===== src/rtl/seg_scan_mux.sv =====
// Four-digit seven-segment scanner for sev_clock output: latches one hh:mm frame at a time,
// scans the digits with optional anti-ghost blanking and drives a blinking colon on digit oh0.
module seg_scan_mux #(
   parameter int unsigned SCAN_DIV     = 4,
   parameter int unsigned BLANK_CYCLES = 1,
   parameter int unsigned COLON_DIV    = 32,
   parameter bit          ACTIVE_LOW   = 1'b1
) (
   input  logic       clk,
   input  logic       rst,
   input  logic [6:0] oh1,
   input  logic [6:0] oh0,
   input  logic [6:0] om1,
   input  logic [6:0] om0,
   input  logic       lz_en,
   output logic [6:0] seg,
   output logic [3:0] an,
   output logic       dp
);

   localparam int unsigned CW  = $clog2(SCAN_DIV);
   localparam int unsigned CCW = (COLON_DIV > 1) ? $clog2(COLON_DIV) : 1;
   localparam logic [CW-1:0]  CntMax    = CW'(SCAN_DIV - 1);
   localparam logic [CCW-1:0] ColMax    = CCW'(COLON_DIV - 1);
   localparam logic [6:0]     DigitZero = 7'b1111110;

   logic [CW-1:0]     cnt_q;
   logic [1:0]        d_q;
   logic [CCW-1:0]    ccnt_q;
   logic              colon_on_q;
   logic [3:0][6:0]   snap_q;
   logic [3:0][6:0]   snap_d;
   logic              frame_start;
   logic              blank;
   logic              hide;
   logic [3:0]        an_n;
   logic [6:0]        seg_n;
   logic              dp_n;
   logic [3:0]        an_d;
   logic [6:0]        seg_d;
   logic              dp_d;

   always_comb begin
      frame_start = (d_q == 2'd3) && (cnt_q == '0);
      // Capturing frame data is forwarded so the new frame shows from its very first slot.
      snap_d      = frame_start ? {oh1, oh0, om1, om0} : snap_q;
      blank       = 32'(cnt_q) < BLANK_CYCLES;
      hide        = (d_q == 2'd3) && lz_en && (snap_d[3] == DigitZero);
      an_n        = 4'b0000;
      seg_n       = 7'b0000000;
      dp_n        = 1'b0;
      if (!blank && !hide) begin
         an_n[d_q] = 1'b1;
         seg_n     = snap_d[d_q];
         dp_n      = (d_q == 2'd2) && colon_on_q;
      end
      an_d  = ACTIVE_LOW ? ~an_n  : an_n;
      seg_d = ACTIVE_LOW ? ~seg_n : seg_n;
      dp_d  = ACTIVE_LOW ? ~dp_n  : dp_n;
   end

   always_ff @(posedge clk or negedge rst) begin
      if (!rst) begin
         cnt_q      <= '0;
         d_q        <= 2'd3;
         snap_q     <= '0;
         ccnt_q     <= '0;
         colon_on_q <= 1'b1;
         an         <= {4{ACTIVE_LOW}};
         seg        <= {7{ACTIVE_LOW}};
         dp         <= ACTIVE_LOW;
      end else begin
         snap_q <= snap_d;
         if (cnt_q == CntMax) begin
            cnt_q <= '0;
            d_q   <= d_q - 2'd1;
         end else begin
            cnt_q <= cnt_q + CW'(1);
         end
         if (ccnt_q == ColMax) begin
            ccnt_q     <= '0;
            colon_on_q <= ~colon_on_q;
         end else begin
            ccnt_q <= ccnt_q + CCW'(1);
         end
         an  <= an_d;
         seg <= seg_d;
         dp  <= dp_d;
      end
   end

endmodule


===== config.mk =====
export PLATFORM = sky130hd
export DESIGN_NAME = seg_scan_mux
export DESIGN_NICKNAME = d
export VERILOG_FILES = /design/src/rtl/seg_scan_mux.sv
export SDC_FILE = /design/constraint.sdc
export NUM_CORES = 1
export LEC_CHECK = 0
export ABC_AREA = 1
export BUFFER_PORTS_ARGS = -buffer_cell sky130_fd_sc_hd__buf_2
export CAP_MARGIN = 30
export CELL_PAD_IN_SITES_DETAIL_PLACEMENT = 0
export CELL_PAD_IN_SITES_GLOBAL_PLACEMENT = 1
export CORE_MARGIN = 4
export CORE_UTILIZATION = 40
export CTS_CLUSTER_SIZE = 14
export DETAILED_ROUTE_END_ITERATION = 8
export PLACE_DENSITY_LB_ADDON = 0.1
export SLEW_MARGIN = 20
export SYNTH_ARGS = -nofsm -noshare
export SYNTH_HDL_FRONTEND = slang
export SYNTH_SLANG_ARGS = --single-unit

===== constraint.sdc =====
create_clock -name clk -period 3.7 [get_ports clk]
set_clock_uncertainty 0.15 [all_clocks]
set_input_delay 0.185 -clock clk [delete_from_list [all_inputs] [get_ports clk]]
set_output_delay 0.185 -clock clk [all_outputs]
set_load 0.1 [all_outputs]

==> summary.md <==
| Metric | Value |
|---|---|
| Outcome | complete, but fails checks |
| Failing checks | negative hold slack |
| H-tree Lvls | 2 |
| Top_reg_cell synth | dfrtp_1 |
| GRT Util Overall | approximately 16% |
| Slowest-stage cell, CP | dfstp_2 |
| Syn Nets | roughly 300 |
| Internal power | around 750 uW |
| Critical Path Max Stage Delay | ~0.77 ns |
| Syn Area/Cell | around 9.4 um2 |
| Clock share of power | around 34% |
| Hold Path Class | in -> reg |
| Startpoint types | flip-flop |
| Internal reg-to-reg setup slack | ~1.1 ns |
| First-pass DRT Iterations | 4 |
| Remaining DRCs | 0 |
| # port buffers | 42 |
| Post-Syn Area | around 2400 um2 |
| P_leak | 1.40 nW |
| Setup CP Type | reg -> reg |
| Async SR Flop Fraction | 100% |
| Number of synthesized flops with an enable pin | 0 |
| CP Max Fanout | 23 |
| Inserted Clock Buffers | 5 |
| Reg-to-reg startpoint | d_q[0] |
| Max_slew headroom | 38.9% |
| RSZ-0062 raised after global routing | false |
| # Post-CTS Setup Buffers | 0 |
| YS warnings | 0 |
| Reg clk slew, reported paths | about 0.090 ns |
| R2r worst-path depth | 8 |
| Ports | 43 |
| Peak VDD IR | 172 uV |
| Final Hold Fails | 1 |
| Area Overhead vs Synth | 18.2% |
| Vias after detailed routing | about 1900 |
| Most used cell, CP | nand2_1 |
| Util after Layout | approximately 50% |
| Initial antenna violation count | 0 |
| Worst R2R End | seg[0] |
| Crit path to | seg[0] |
| Diode count | 0 |
| Drt via density | 4.95 |
| GRT overflow | 0 |
| Post-route minimum period | roughly 2.6 ns |
| FP Rows | 27 |
| Overall power | around 970 uW |
| Fillers | 559 |
| Critical Path Sink Type | flip-flop |
| Core Footprint | between 5000 and 6000 um2 |
| DP HPWL | about 3.8 mm |
| Clk_lat worst skew | just over 0.3 ns |
| Drt wl/cell | 14.6 um |
| Reg power frac | 58.5% |
| Most frequent cell after synthesis | nand3_1 |
| Synth top area share | a little over a third |
| Multi-input logic area | around 1000 um2 |
| Final nets | ~340 |
| Synth area leader | dfrtp_1 |
| Netlist cell types | 21 |
| Sequential share of the synthesized area | around 53% |
| Total Wirelength | 5.52 mm |
| Most frequent cells after synthesis | nand3_1 (71), nand2_1 (59), dfrtp_1 (35), dfstp_2 (15), nand3_2 (13) |
| Clock sink count | 50 |
| Arrival @ worst endpoint | ~2.7 ns |
| CTS tree | done |
| Max-slew violations | 0 |
| Sw Share | 23.1% |
| CP delay by family, top | simple AND/OR/NAND/NOR gates |
| Global-route wire length before repair | around 9.2 mm |
| Final setup fails | 0 |
| Die area | 7310 um2 |
| Iteration-0 DRC Markers | slightly below 80 |
| Max Fclk | approximately 0.39 GHz |
| Die Y | approximately 85 um |
| Critical path depth | 8 |
| MaxCap Viol Count | 0 |
| Fin crit share | between 70% and 80% |
| Final instance area | 2840 um2 |
| Flops & latches, synth | 50 |
| Vias in the first global route | 1860 |
| Setup tns final | 0 ns |
| Critical path, cell by cell | ha_1 -> nand2_1 -> nand2_1 -> nand2_1 -> nand2_2 -> nor2_4 -> nand2_4 -> nand3_1 |
| Final antenna-violating net count | 0 |
| Combinational Power Share | under 10% |
| Crit. Startpoint | d_q[0] |
| Worst Path Required | 3.77 ns |
| Cells after Synth | 255 |
| Clk root buf | clkbuf_8 |
| Placement Cell Area | approximately 2600 um2 |
| WHS | -0.000680 ns |
| Pwr dens | 342 nW/um2 |
| Actual slew at the worst max-slew pin | around 0.91 ns |
| Synth area leaders | dfrtp_1 (36%), dfstp_2 (16%), nand3_1 (15%) |
| Initial core utilization | between 40% and 50% |
| Gpl congestion | 0.739 |
| Largest net degree at the start of global routing | 32 |
| Critical path buffer and inverter count | 0 |
| Sequential cell area | 1270 um2 |
| P_sw | approximately 220 uW |
| CTS Buffer Depth | 2 |
| Share of cells above drive strength 1 | between 30% and 40% |
| Die Width | 85.5 um |
==> worst min-delay path: stages <==
cell and delay, ns:
buf_2 0.07, nand3_1 0.08, nand2_1 0.08
==> stage by stage <==
step / setup WS [ns] / cells
2_1_floorplan: 1.98 / 255
3_3_place_gp: 1.12 / 358
3_5_place_dp: 1.12 / 358
4_1_cts: 1.08 / 377
5_1_grt: 0.880 / 377
6_report: 1.10 / 377
==> cell families after synthesis <==
group / share of synthesized area, %
AND/OR/NAND/NOR: 35.3
flip-flops: 52.9
buffers and inverters: 5.63
adder cells (fa/ha/maj): 4.69
AO/OA/AOI/OAI: 0.730
XOR/XNOR: 0.730
==> worst min-delay path by stage <==
stage	from	to	slack [ns]	depth (start not counted)
finish	om0[5]	snap_q[5]	-0.0007	3
global route	om0[0]	snap_q[0]	0.01	3
CTS	om0[0]	snap_q[0]	0.001	3
detailed placement	rst	ccnt_q[3]	0.09	1
global placement	rst	ccnt_q[2]	0.09	1
floorplan	rst	ccnt_q[0]	-0.26	0
==> repair_timing <==
action                                 in CTS  in global routing
endpoints found under the hold margin      36                  0
gates resized for setup                     0                  0
hold buffers                               11                  0
setup endpoints to repair                   0                  0
==> power groups by stage <==
stage	clock [mW]	combinational, mW	sequential [mW]
floorplan	0	0.0291	0.577
global placement	0	0.0618	0.578
detailed placement	0	0.0630	0.578
CTS	0.341	0.0720	0.568
global route	0.360	0.0828	0.569
finish	0.333	0.0702	0.568
==> placed cells by master (no fill, tap or decap), drive strengths merged <==
master / n
ha: 9
nor3b: 1
xor2: 2
o21bai: 1
nor2: 7
clkbuf: 7
dlygate4sd3: 11
clkinv: 2
dfrtp: 35
inv: 10
nand3: 84
a21oi: 2
nand2: 73
dfstp: 15
buf: 46
==> registers in the layout, indices dropped and copies added, names as in the netlist <==
signal and cells:
an 4, ccnt_q 5, cnt_q 2, colon_on_q 1, d_q 2, dp 1
seg 7, snap_q 28
==> per-layer routing <==
| layer | GRT usage (%) | vias to the layer above | share of wire [%] |
|---|---|---|---|
| met1 | 22.5 | 884 | 48 |
| met2 | 24.9 | 41 | 46 |
| met4 | 5.61 | 0 | 1.5 |
| met3 | 3.40 | 7 | 4.5 |
| met5 | 0 | - | 0 |
| li1 | - | 935 | - |
==> area by class of cell <==
class                   count  area share (%)
well taps                  72            3.17
repair buffers             57            12.3
flip-flops and latches     50            44.7
clock inverters             1           0.176
clock buffers               7            3.04
multi-input cells         179            35.1
inverters                  11            1.45
Power figures use the tool's default switching activity.
